===== config.mk =====
export PLATFORM = sky130hd
export DESIGN_NAME = gpio_input_conditioner
export DESIGN_NICKNAME = d
export VERILOG_FILES = /design/src/rtl/gpio_cond_pkg.sv /design/src/rtl/debounce_channel.sv /design/src/rtl/gpio_input_conditioner.sv
export SDC_FILE = /design/constraint.sdc
export NUM_CORES = 1
export LEC_CHECK = 0
export CAP_MARGIN = 10
export CORE_ASPECT_RATIO = 1.25
export CORE_UTILIZATION = 30
export CTS_BUF_LIST = sky130_fd_sc_hd__clkbuf_2 sky130_fd_sc_hd__clkbuf_4 sky130_fd_sc_hd__clkbuf_8
export CTS_CLUSTER_DIAMETER = 100
export DETAILED_ROUTE_END_ITERATION = 16
export GPL_TIMING_DRIVEN = 0
export PLACE_DENSITY = 0.42
export RECOVER_POWER = 50
export SKIP_CTS_REPAIR_TIMING = 1
export SLEW_MARGIN = 20
export SYNTH_ARGS = -nofsm -noshare
export SYNTH_HDL_FRONTEND = slang
export SYNTH_SLANG_ARGS = --single-unit
export TNS_END_PERCENT = 100

===== constraint.sdc =====
create_clock -name clk -period 2.65 [get_ports clk]
set_clock_uncertainty 0.05 [all_clocks]
set_input_delay 0.53 -clock clk [delete_from_list [all_inputs] [get_ports clk]]
set_output_delay 0.53 -clock clk [all_outputs]
set_load 0.03 [all_outputs]

===== src/rtl/gpio_cond_pkg.sv =====
// rtl/gpio_cond_pkg.sv - shared types, bit indices and helpers for the GPIO input conditioner
package gpio_cond_pkg;

    typedef enum logic [1:0] {
        STABLE_LO = 2'd0,
        PEND_HI   = 2'd1,
        STABLE_HI = 2'd2,
        PEND_LO   = 2'd3
    } deb_state_t;

    // Bit positions of each raw input on gpio_in
    localparam int IDX_A0  = 0;
    localparam int IDX_A1  = 1;
    localparam int IDX_B0  = 2;
    localparam int IDX_B1  = 3;
    localparam int IDX_CLK = 4;
    localparam int IDX_RST = 5;

    // Counter must hold values up to DEBOUNCE_CYCLES without wrapping
    function automatic int cnt_width(input int debounce_cycles);
        return (debounce_cycles < 1) ? 1 : $clog2(debounce_cycles + 1);
    endfunction

endpackage


===== src/rtl/debounce_channel.sv =====
// rtl/debounce_channel.sv - synchroniser plus four-state debouncer for one raw input
import gpio_cond_pkg::*;

module debounce_channel #(
    parameter int SYNC_STAGES     = 2,
    parameter int DEBOUNCE_CYCLES = 1_000_000
) (
    input  logic clk,
    input  logic rst,
    input  logic din,
    output logic level,
    output logic rise
);

    localparam int                CW       = cnt_width(DEBOUNCE_CYCLES);
    localparam logic [CW-1:0]     CNT_LAST = CW'(DEBOUNCE_CYCLES - 1);
    localparam logic [CW-1:0]     CNT_ONE  = CW'(1);

    logic [SYNC_STAGES-1:0] sync_q;
    logic                   s;
    deb_state_t             state;
    logic [CW-1:0]          cnt;

    assign s = sync_q[SYNC_STAGES-1];

    // Plain flop chain bringing the asynchronous pin into the clk domain
    always_ff @(posedge clk) begin
        if (rst) begin
            sync_q <= '0;
        end else begin
            sync_q <= {sync_q[SYNC_STAGES-2:0], din};
        end
    end

    // Debounce FSM: a level is accepted only after DEBOUNCE_CYCLES consecutive differing samples
    always_ff @(posedge clk) begin
        if (rst) begin
            state <= STABLE_LO;
            cnt   <= '0;
            level <= 1'b0;
            rise  <= 1'b0;
        end else begin
            rise <= 1'b0;
            case (state)
                STABLE_LO: begin
                    if (s) begin
                        if (DEBOUNCE_CYCLES == 1) begin
                            state <= STABLE_HI;
                            level <= 1'b1;
                            rise  <= 1'b1;
                            cnt   <= '0;
                        end else begin
                            state <= PEND_HI;
                            cnt   <= CNT_ONE;
                        end
                    end
                end
                PEND_HI: begin
                    if (!s) begin
                        state <= STABLE_LO;
                        cnt   <= '0;
                    end else if (cnt == CNT_LAST) begin
                        state <= STABLE_HI;
                        level <= 1'b1;
                        rise  <= 1'b1;
                        cnt   <= '0;
                    end else begin
                        cnt <= cnt + CNT_ONE;
                    end
                end
                STABLE_HI: begin
                    if (!s) begin
                        if (DEBOUNCE_CYCLES == 1) begin
                            state <= STABLE_LO;
                            level <= 1'b0;
                            cnt   <= '0;
                        end else begin
                            state <= PEND_LO;
                            cnt   <= CNT_ONE;
                        end
                    end
                end
                PEND_LO: begin
                    if (s) begin
                        state <= STABLE_HI;
                        cnt   <= '0;
                    end else if (cnt == CNT_LAST) begin
                        state <= STABLE_LO;
                        level <= 1'b0;
                        cnt   <= '0;
                    end else begin
                        cnt <= cnt + CNT_ONE;
                    end
                end
                default: begin
                    state <= STABLE_LO;
                    cnt   <= '0;
                    level <= 1'b0;
                end
            endcase
        end
    end

endmodule


===== src/rtl/gpio_input_conditioner.sv =====
// rtl/gpio_input_conditioner.sv - conditions raw GPIO sensor and button inputs into clean levels and pulses
import gpio_cond_pkg::*;

module gpio_input_conditioner #(
    parameter int SYNC_STAGES     = 2,
    parameter int DEBOUNCE_CYCLES = 1_000_000,
    parameter int N_IN            = 6
) (
    input  logic            clk,
    input  logic            rst,
    input  logic [N_IN-1:0] gpio_in,
    output logic [1:0]      a_level,
    output logic [1:0]      b_level,
    output logic            btn_clk_level,
    output logic            btn_clk_pulse,
    output logic            btn_rst_level,
    output logic            btn_rst_pulse,
    output logic            change_evt
);

    logic [N_IN-1:0] lvl;
    logic [N_IN-1:0] rise;
    logic [3:0]      sens_q;

    genvar gi;
    generate
        for (gi = 0; gi < N_IN; gi++) begin : g_chan
            debounce_channel #(
                .SYNC_STAGES     (SYNC_STAGES),
                .DEBOUNCE_CYCLES (DEBOUNCE_CYCLES)
            ) u_chan (
                .clk   (clk),
                .rst   (rst),
                .din   (gpio_in[gi]),
                .level (lvl[gi]),
                .rise  (rise[gi])
            );
        end
    endgenerate

    assign a_level       = {lvl[IDX_A1], lvl[IDX_A0]};
    assign b_level       = {lvl[IDX_B1], lvl[IDX_B0]};
    assign btn_clk_level = lvl[IDX_CLK];
    assign btn_clk_pulse = rise[IDX_CLK];
    assign btn_rst_level = lvl[IDX_RST];
    assign btn_rst_pulse = rise[IDX_RST];

    // One-cycle-delayed copy of the sensor levels; XOR against it marks the edge a level moved
    always_ff @(posedge clk) begin
        if (rst) begin
            sens_q <= '0;
        end else begin
            sens_q <= lvl[IDX_B1:IDX_A0];
        end
    end

    // Both operands are flops, so the OR-reduction is glitch-free and merges simultaneous changes
    assign change_evt = |(lvl[IDX_B1:IDX_A0] ^ sens_q);

endmodule


Yosys cells after proc, flatten, opt, wreduce, memory -nomap -nowiden. Cells that the tools add are included.

Register bits after elaboration: 156. Input port bits: 8. Output and inout port bits: 9. Word-level logic and storage cells: 253.

Add/sub/neg operators: 6. Equal/unequal tests: 72. Muxes and demuxes: 110. Bitwise gates (word level): 5. Reduce and logical (&&, ||, !) cells: 33.

Operators with widths (number): two-way mux 20 bit (30); case mux 20 bit (4 select lines) (6); adder 20 x 1 -> 20 bit, second input constant (6); equality test 20 bit, second input constant (6); two-way mux 2 bit (36); != test 2 x 1 -> 1 bit, second input constant (24); case mux 2 bit (4 select lines) (6); AND reduction 5 bit (6); two-way mux 1 bit (26); equality test 2 bit, second input constant (12); != test 2 bit, second input constant (12); AND reduction 4 bit (6); != test 3 x 1 -> 1 bit, second input constant (6); != test 3 bit, second input constant (6); equality test 2 x 1 -> 1 bit, second input constant (6); logical NOT 2 bit (6); case mux 1 bit (2 select lines) (6); AND reduction 2 bit (6); nonzero test 2 bit (6); OR reduction 3 bit (2); inverter 1 bit (4); OR reduction 4 bit (1); bitwise XOR 4 bit (1).

Logic depth before layout (Yosys ltp).
Word-level depth: 4. Gate-level depth with buffers: 8. Gate-level depth less buffers: 6.

By module. A second synthesis with hierarchy kept.

Cells, all modules: 953. Area total of the unflattened synthesis: 8177.8 µm².

Modules (own cells, without submodules): debounce_channel at g_chan[0].u_chan ... (times used 5, cells each 155, area an instance 1341.3 µm², sequential area each 520.5 µm²); debounce_channel at g_chan[5].u_chan (times used 1, cells each 165, area an instance 1325.0 µm², sequential area each 520.5 µm²); gpio_input_conditioner (times used 1, cells each 13, area an instance 146.4 µm², sequential area each 80.1 µm²).

Least setup slack after synthesis. No wires, ideal clock.

Path kind: register -> register. Start point: register g_chan[4].u_chan.cnt[10]. End point: register g_chan[4].u_chan.cnt[14]. Library setup time: 0.120 ns. Arrival: 1.893 ns. Data required time: 2.480 ns. Slack: 0.588 ns. Cell stages (with the launch flop): 8. Path buffers: 2. Clock period less this slack: 2.062 ns. Path through: dfxtp_1 > buf_6 > or4b_4 > nor4b_4 > a211oi_2 > buf_6 > and3_1 > a211o_1.

Cells in the longest elaborated chain, start to end: 4. Elaborated cells on any way between the ends: 6. Those cells by class: add/sub: 1; eq/ne: 1; mux: 4.

RTL lines: start, declared (line debounce_channel.sv:22) `logic [CW-1:0] cnt;`; start signal, assigned (line debounce_channel.sv:68) `cnt <= cnt + CNT_ONE;`; start signal, assigned (line debounce_channel.sv:92) `cnt <= cnt + CNT_ONE;`; adder 20 x 1 -> 20 bit / equality test 20 bit (equally long branches); two-way mux 20 bit * (line debounce_channel.sv:62, debounce_channel.sv:87); two-way mux 20 bit, on equally long branches (line debounce_channel.sv:84, debounce_channel.sv:59); case mux 20 bit (4 select lines) * (line debounce_channel.sv:44) `case (state)`.

Every way passes the cells marked *; elsewhere a longest branch is shown, timed or not. A chain may end at the register's enable or synchronous reset.

Worst setup path after layout.
Start point: register g_chan[0].u_chan.level. End point: output change_evt.

Cells in the longest elaborated chain, start to end: 2.

RTL lines: start, declared (line debounce_channel.sv:11) `output logic level,`; start signal, assigned (line debounce_channel.sv:40) `level <= 1'b0;`; start signal, assigned (line debounce_channel.sv:49) `level <= 1'b1;`; start signal, assigned (line debounce_channel.sv:64) `level <= 1'b1;`; bitwise XOR 4 bit (line gpio_input_conditioner.sv:58) `assign change_evt = |(lvl[IDX_B1:IDX_A0] ^ sens_q);`; OR reduction 4 bit (line gpio_input_conditioner.sv:58); end, declared (line gpio_input_conditioner.sv:18) `output logic change_evt`.

Every way passes these cells.

==> results.json <==
{
  "fin_hold_ws_ns": 0.3950,
  "ys_seq_area_share_pct": 40.99,
  "worstMarginPinSlew_ns": 0.9148,
  "clockRootBuffer": "clkbuf_8",
  "clk_pin_slew_ns": 0.08,
  "dr.pass1.iters": 5,
  "timing.final.crit_share_pct": 90.11,
  "cp_slowest_stage_delay_ns": 0.62,
  "drc": 0,
  "wirelength_microns": 19490,
  "antenna_found_initial": 0,
  "globalRoute.totalOverflow": 0,
  "design_area_sq_mm": 0.008554,
  "crit_slowest_cell": "clkdlybuf4s50_1",
  "synth_compound_area_share_pct": 19.77,
  "maxSlewHeadroom_pct": 38.54,
  "run_status": "completed",
  "busiest_layer": "met2",
  "finalCriticalPeriod_ns": 2.388,
  "met3_usage_pct": 2.790,
  "drv_slew": 0,
  "drive_gt1_share_pct": 7.001,
  "cellLeakagePower_nw": 2.994,
  "clk_latency_ns": 0.45,
  "routedWlPerCell_microns": 15.14,
  "ys_warn_count": 0,
  "path_cells": "xnor2_1, nand4_1, clkdlybuf4s50_1",
  "synth_ff_type": "dfxtp_1",
  "synthAdderAreaFrac_pct": 0.9854,
  "detailed_place_hpwl_microns": 13440,
  "hold_viol_final": 0,
  "startpoint_type": "register",
  "path_max_fanout": 3,
  "arrival_ns": 1.81,
  "post_dp_cell_area_sq_mm": 0.008202,
  "ys_seq_elements": 156,
  "cts_buffers": 17,
  "num_rows": 64,
  "drt_iter0_markers": 218,
  "place_congestion": 0.7121,
  "area_delta_synth_final_pct": 12.28,
  "fmax_ghz": 0.4188,
  "power_density_mw_per_mm2": 492.9,
  "setup_viol_count_final": 0,
  "power_mw": 4.217,
  "synthArstFlopShare_pct": 0,
  "initial_core_util_pct": 30.79,
  "grt_use_total_pct": 15.66,
  "netlist.area_leader.share_pct": 40.99,
  "vias": 6678,
  "worstPathRequired_ns": 2.07,
  "syn_area_sq_mm": 0.007619,
  "ant_nets": 0,
  "cts_buffer_depth": 2,
  "synthTopCellsByCount": "156 x dfxtp_1, 95 x nand2_1, 65 x a21oi_1, 61 x a31oi_1",
  "synth_edf_count": 0,
  "fin_cells": 1287,
  "io_buffer_count": 16,
  "min_path_type": "reg2reg",
  "grt_use_met2_pct": 26.52,
  "num_io_pins": 17,
  "die_x_microns": 144.5,
  "critPathCaptureType": "primary output",
  "synth_top_family_by_area": "simple AND/OR/NAND/NOR gates",
  "cts_max_level": 4,
  "use_met1_pct": 20.06,
  "peakVddDrop_mv": 0.3035,
  "core_sq_mm": 0.02474,
  "diodes": 0,
  "synth_nets": 925,
  "grt_pass1_wl_microns": 32400,
  "yosys.area_share.simple_pct": 28.92,
  "synth_cells": 911,
  "rsz0062_at_grt": "no",
  "synth_xor_area_share_pct": 3.564,
  "post_synth_main_area_contributors": "dfxtp_1 41%, a31oi_1 5.0%, nand2_1 4.7%",
  "grt_pass1_vias": 6281,
  "drv_cap": 0,
  "cts.sinks": 156,
  "die_h_microns": 180.2,
  "cts_tree": "yes",
  "yosysUniqueCellTypes": 60,
  "dp.cells": 1257,
  "synth_top_area_cell": "dfxtp_1",
  "critPathKind": "reg2out",
  "yosysMostFrequentCell": "dfxtp_1",
  "finalSetupTns_ns": 0,
  "muxShareOfSynthArea_pct": 2.234,
  "synth_area_per_cell_sq_um": 8.363,
  "nets": 960,
  "die_area_sq_mm": 0.02604,
  "via_per_inst": 5.189,
  "grt_max_degree": 17
}
final cells by class:
class	count	area [sq um]
clock inverters	6	38.79
plain buffers	42	206.4
multi-input cells	696	4238
repair buffers	16	160.2
well taps	330	412.9
clock buffers	24	311.5
fillers	2630	16190
inverters	17	63.81
flip-flops and latches	156	3123
power by group:
group	leakage [nW]	internal, mW	switching, mW	total, mW
clock	0.181	0.767	0.899	1.67
combinational	1.55	0.0560	0.113	0.169
sequential	1.26	2.36	0.0192	2.38
total	2.99	3.18	1.03	4.22
layer usage:
| metal | share of wire [%] | vias up |
|---|---|---|
| met2 | 49 | 52 |
| met4 | 0.90 | 0 |
| li1 | - | 3465 |
| met5 | 0 | - |
| met1 | 48 | 3150 |
| met3 | 1.9 | 11 |
per-stage QoR:
stage          util [%]  setup slack (ns)
6_report          34.57            0.2620
5_1_grt           34.57           0.04055
4_1_cts           34.56          -0.01745
3_5_place_dp      33.15           -0.5001
3_3_place_gp      33.11           -0.5283
2_1_floorplan         -            0.5876
logic make-up after synthesis:
kind of cell	after synthesis
xor gates and xnor gates	31
DFF	156
and+or+nand+nor	408
buffers and inverters	59
adders and majority gates	6
muxes	17
AOI/OAI and AO/OA	234
placed cells by master, fill, tap and decap left out, types with 20 or more instances in the layout:
cell,instances
dfxtp_1,156
nand2_1,95
a21oi_1,65
a31oi_1,61
nand3_1,57
nor2_1,57
o21ai_0,35
nand4_1,34
nor3_1,25
and3_1,25
clkbuf_1,23
clkbuf_8,21
a22o_1,20
flip-flops by register name, summed over array words and instances, names as in the netlist, named ones only:
register              flops
g_chan.u_chan.cnt       120
g_chan.u_chan.state       6
g_chan.u_chan.rise        2
g_chan.u_chan.sync_q     12
sens_q                    4
g_chan.u_chan.level       6
worst max-delay path: cells and delay by family, from the launching register on:
family,cells,cell delay [ns]
XOR/XNOR,1,0.16
flip-flops,1,0.43
AND/OR/NAND/NOR,1,0.14
buffers and inverters,1,0.62
final timing paths:
check,depth (start not counted),slack (ns),start,end
max,3,0.26,g_chan[0].u_chan.level,change_evt
min,1,0.39,g_chan[0].u_chan.sync_q[0],g_chan[0].u_chan.sync_q[1]
max reg2reg,6,0.27,g_chan[4].u_chan.cnt[5],g_chan[4].u_chan.cnt[19]
min reg2reg,1,0.39,g_chan[0].u_chan.sync_q[0],g_chan[0].u_chan.sync_q[1]
No activity file was read; power rests on OpenSTA's default activity.
